===== src/rtl/pr_skid_stage.sv =====
// pr_skid_stage: reusable valid/ready pipeline-stage register.
// Optional 2-entry skid, flush, bubble ctrl clear, stall counter.
//
// Ports:
//   CLK, RESET        rising-edge clock, async active-high reset
//   FLUSH             squash held entries and same-cycle input
//   IN_VALID/READY    upstream handshake, IN_DATA/IN_CTRL payload
//   OUT_VALID/READY   downstream handshake, OUT_DATA/OUT_CTRL head
//   OCCUPANCY         entries held (0..2)
//   STALL_CNT         saturating count of stalled output cycles
module pr_skid_stage #(
  parameter int DATA_WIDTH = 96,
  parameter int CTRL_WIDTH = 16,
  parameter int SKID       = 1,
  parameter int CNT_WIDTH  = 16
) (
  input  logic                  CLK,
  input  logic                  RESET,
  input  logic                  FLUSH,
  input  logic                  IN_VALID,
  output logic                  IN_READY,
  input  logic [DATA_WIDTH-1:0] IN_DATA,
  input  logic [CTRL_WIDTH-1:0] IN_CTRL,
  output logic                  OUT_VALID,
  input  logic                  OUT_READY,
  output logic [DATA_WIDTH-1:0] OUT_DATA,
  output logic [CTRL_WIDTH-1:0] OUT_CTRL,
  output logic [1:0]            OCCUPANCY,
  output logic [CNT_WIDTH-1:0]  STALL_CNT
);

  typedef enum logic [1:0] {
    EMPTY = 2'd0,
    ONE   = 2'd1,
    FULL  = 2'd2
  } state_t;

  state_t                state;
  logic                  out_valid_q;
  logic                  in_rdy_q;
  logic [DATA_WIDTH-1:0] main_data;
  logic [CTRL_WIDTH-1:0] main_ctrl;
  logic [DATA_WIDTH-1:0] skid_data;
  logic [CTRL_WIDTH-1:0] skid_ctrl;
  logic [CNT_WIDTH-1:0]  stall_cnt;
  logic                  push;
  logic                  pop;

  assign pop  = out_valid_q & OUT_READY;
  assign push = IN_VALID & IN_READY & ~FLUSH;

  // Skid mode breaks the ready path with a flop; single-entry
  // mode lets OUT_READY through combinationally.
  if (SKID != 0) begin : g_skid
    assign IN_READY = in_rdy_q;
  end else begin : g_pass
    assign IN_READY = ~out_valid_q | OUT_READY;
  end

  assign OUT_VALID = out_valid_q;
  assign OUT_DATA  = main_data;
  assign OUT_CTRL  = main_ctrl;
  assign OCCUPANCY = 2'(state);
  assign STALL_CNT = stall_cnt;

  // Ctrl is zeroed on every path to EMPTY so bubbles carry no
  // write enables; data is left alone to avoid toggling.
  always_ff @(posedge CLK or posedge RESET) begin
    if (RESET) begin
      state       <= EMPTY;
      out_valid_q <= 1'b0;
      in_rdy_q    <= 1'b1;
      main_data   <= '0;
      main_ctrl   <= '0;
      skid_data   <= '0;
      skid_ctrl   <= '0;
    end else if (FLUSH) begin
      state       <= EMPTY;
      out_valid_q <= 1'b0;
      in_rdy_q    <= 1'b1;
      main_ctrl   <= '0;
      skid_ctrl   <= '0;
    end else begin
      unique case (state)
        EMPTY: begin
          if (push) begin
            main_data   <= IN_DATA;
            main_ctrl   <= IN_CTRL;
            out_valid_q <= 1'b1;
            state       <= ONE;
          end
        end
        ONE: begin
          unique case (1'b1)
            push & pop: begin
              main_data <= IN_DATA;
              main_ctrl <= IN_CTRL;
            end
            push & ~pop: begin
              skid_data <= IN_DATA;
              skid_ctrl <= IN_CTRL;
              in_rdy_q  <= 1'b0;
              state     <= FULL;
            end
            ~push & pop: begin
              out_valid_q <= 1'b0;
              main_ctrl   <= '0;
              state       <= EMPTY;
            end
            default: ;
          endcase
        end
        FULL: begin
          if (pop) begin
            main_data <= skid_data;
            main_ctrl <= skid_ctrl;
            skid_ctrl <= '0;
            in_rdy_q  <= 1'b1;
            state     <= ONE;
          end
        end
        default: begin
          out_valid_q <= 1'b0;
          main_ctrl   <= '0;
          in_rdy_q    <= 1'b1;
          state       <= EMPTY;
        end
      endcase
    end
  end

  // Flush does not touch the counter; only reset clears it.
  always_ff @(posedge CLK or posedge RESET) begin
    if (RESET) begin
      stall_cnt <= '0;
    end else if (out_valid_q & ~OUT_READY & ~&stall_cnt) begin
      stall_cnt <= stall_cnt + CNT_WIDTH'(1);
    end
  end

endmodule


===== config.mk =====
export PLATFORM = sky130hd
export DESIGN_NAME = pr_skid_stage
export DESIGN_NICKNAME = d
export VERILOG_FILES = /design/src/rtl/pr_skid_stage.sv
export SDC_FILE = /design/constraint.sdc
export NUM_CORES = 1
export LEC_CHECK = 0
export BUFFER_PORTS_ARGS = -buffer_cell sky130_fd_sc_hd__clkbuf_2
export CORE_MARGIN = 2
export CORE_UTILIZATION = 49
export DETAILED_ROUTE_END_ITERATION = 7
export GPL_ROUTABILITY_DRIVEN = 0
export HOLD_SLACK_MARGIN = 0.03
export PLACE_DENSITY = 0.76
export SYNTH_ARGS = -nofsm -noshare
export SYNTH_HDL_FRONTEND = slang
export SYNTH_SLANG_ARGS = --single-unit

===== constraint.sdc =====
create_clock -name CLK -period 7.4 [get_ports CLK]
set_input_delay 0.74 -clock CLK [delete_from_list [all_inputs] [get_ports CLK]]
set_output_delay 0.74 -clock CLK [all_outputs]
set_load 0.02 [all_outputs]

==> out/results.txt <==
Initial core utilization: 49.6%
Avg Inst Size Synth: 11.3 µm²
Max VDD drop: 0.272 mV
Fmax achieved: 293 MHz
Final Hold Fails: 0
Syn Std Cell Area: 11200 µm²
Via count: 7957
Clock sink count: 244
Initial DRT Pass Iterations: 4
CTS clk-pin slew, worst paths: 0.06 ns
Slew @ Worst Pin: 1.26 ns
Critical Path AT: 3.81 ns
Fin crit share: 46.1%
Post-placement cell count: 1470
Pwr Total: 5.18 mW
CP Capture Type: flop
Largest net degree at the start of global routing: 139
Ratio of cells with drive above 1 in the final layout: 40.7%
Area Growth Syn to Fin: 19.9%
CP required: 7.79 ns
CTS tree: done
Vias in the first global route: 8179
Max-Cap Viols: 0
Clock latency on the worst-skew pair: 0.52 ns
GRT Total Usage: 21.0%
Most common cell in the netlist: nand2_1
Post-synth EDFFs: 0
Synth warn: 0
Top cells by count, synth: nand2_1 (329), dfrtp_1 (243), mux2_2 (150)
Worst-path fanout max: 49
# DRC: 0
Die area: 24000 µm²
Post-Syn Nets: 1104
Final Instance Count excl. Fillers: 1518
Die X-Extent: 155 µm
Ys flop type: dfrtp_1
Leading area contributor after synthesis: dfrtp_1
Initial antenna violation count: 0
Synth Instances: 986
Drt initial violations: 396
Yosys top cell area share: 54.4%
Hold-fix buffers, CTS: 0
Synth Register Bits: 244
Setup bufs post-CTS: 0
Placeable Area: 22500 µm²
Clock root buffer: clkbuf_16
Top-Level Pins: 249
Row cnt: 55
Critical Path Source Type: flop
Ys async rst share: 100%
Critical path class: reg2reg
WL final: 25.2 mm
Fillers: 1828
Min cycle time layout: 3.41 ns
Synth cell types: 48
Cts repair resizes: 0
ANT cells: 0
CTS Buffer Depth: 3
Die Y: 155 µm
Max-slew violations: 0
Leak: 6.71 nW
Worst hold slack: 0.355 ns
Seq/Total Area, Yosys: 54.7%
Final setup fails: 0
Rel. slew slack: 16.2%
H-tree levels: 1
Nets: 1332
PwrDens: 386 nW/µm²
Largest cells by area after synthesis: dfrtp_1 (54%), mux2_2 (15%), nand2_1 (11%)
Worst Hold Class: in2async
GRT Residual Overflow: 0
TNS Setup: 0 ns
Vias/cell: 5.24
Skew final: 0.0181 ns
TritonCTS Buffers: 27
Final ANT Viol Nets: 0
Area after DPL: 12500 µm²
Final instance area: 13400 µm²
WL/cell: 16.6 µm
RSZ-0062 raised after global routing: no
Detailed Place HPWL: 16.1 mm
Wire length of the first global-routing pass: 41.4 mm
Port bufs: 248
Status: completed
==> area by class of cell <==
type	instances	area (µm²)	share of cell area (%)
Sequential cell	244	6110	45.6
Multi-Input combinational cell	681	4690	35.0
Timing Repair Buffer	256	1310	9.81
Clock buffer	39	801	5.98
Tap cell	285	357	2.66
Clock inverter	9	104	0.775
Inverter	4	18.8	0.140
==> kinds of logic (layout without fill, tap and decap cells) <==
family | Yosys count | count (layout) | synth area share, %
buffers and inverters | 61 | 308 | 3.48
xor gates and xnor gates | 15 | 15 | 1.18
AOI/OAI and AO/OA | 56 | 56 | 3.70
muxes | 210 | 210 | 22.3
and+or+nand+nor | 399 | 399 | 14.5
adders and majority gates | 1 | 1 | 0.112
DFF | 244 | 244 | 54.7
==> cell usage in the layout (no fill, tap or decap), drive strengths merged, types with 2 or more instances in the layout <==
master | synthesis | routed
inv | 4 | 3
dfrtp | 243 | 243
xor2 | 13 | 13
clkbuf | 18 | 287
bufinv | 0 | 2
buf | 39 | 8
nor4 | 6 | 6
a211oi | 2 | 2
clkinv | 0 | 5
nand4 | 4 | 4
nor3 | 3 | 3
clkinvlp | 0 | 3
o2bb2ai | 16 | 16
mux2 | 193 | 193
nand2 | 329 | 329
o21bai | 3 | 3
nor2 | 21 | 21
and4 | 2 | 2
nand3 | 22 | 22
xnor2 | 2 | 2
nand2b | 2 | 2
a21oi | 27 | 27
mux2i | 17 | 17
nand3b | 2 | 2
a21boi | 2 | 2
nor2b | 2 | 2
==> report_power, final <==
part,leakage (nW),switching (mW),internal [mW],total (mW)
Combinational,3.30,0.836,0.753,1.59
Sequential,2.97,0.344,1.90,2.24
Clock,0.443,0.530,0.817,1.35
==> critical path, stage by stage (launching register included) <==
cell and delay (ns):
dfrtp_1 0.66, buf_4 0.33, and3b_1 0.43, nand2_1 0.15, nor2_4 0.09, buf_4 0.51, buf_4 0.67, mux2_2 0.41
==> sequential cells by signal, indices dropped and copies added (netlist names) <==
name and flops:
OUT_DATA 96, skid_data 96, OUT_CTRL 16, STALL_CNT 16, skid_ctrl 16, OCCUPANCY 2, IN_READY 1, OUT_VALID 1
==> path summary, 6_finish.rpt <==
path / from / depth (start not counted) / slack [ns] / end
max: OCCUPANCY[1]$_DFFE_PP0P_ / 7 / 3.99 / skid_data[34]$_DFFE_PP0P_
max in group asynchronous: RESET / 3 / 5.67 / OUT_DATA[76]$_DFFE_PP0P_
min in group CLK: IN_DATA[61] / 2 / 0.46 / skid_data[61]$_DFFE_PP0P_
max reg2reg: OCCUPANCY[1]$_DFFE_PP0P_ / 7 / 3.99 / skid_data[34]$_DFFE_PP0P_
min: RESET / 2 / 0.35 / OUT_CTRL[0]$_DFFE_PP0P_
min reg2reg: skid_ctrl[12]$_DFFE_PP0P_ / 2 / 0.47 / skid_ctrl[12]$_DFFE_PP0P_
==> stage by stage <==
| stage | worst slack [ns] | util, % |
|---|---|---|
| 4_1_cts | 3.91 | 59.5 |
| 2_1_floorplan | 3.46 | - |
| 5_1_grt | 3.72 | 59.5 |
| 3_5_place_dp | 3.93 | 55.5 |
| 3_3_place_gp | 3.97 | 55.5 |
| 6_report | 3.99 | 59.5 |
==> layer usage <==
layer | GRT usage, % | part of all wire, %
met5 | 0 | 0
met4 | 4.32 | 1.7
met3 | 5.57 | 6.8
met2 | 35.9 | 49
met1 | 27.0 | 43
Note: power is estimated with default switching activity, not from simulation.
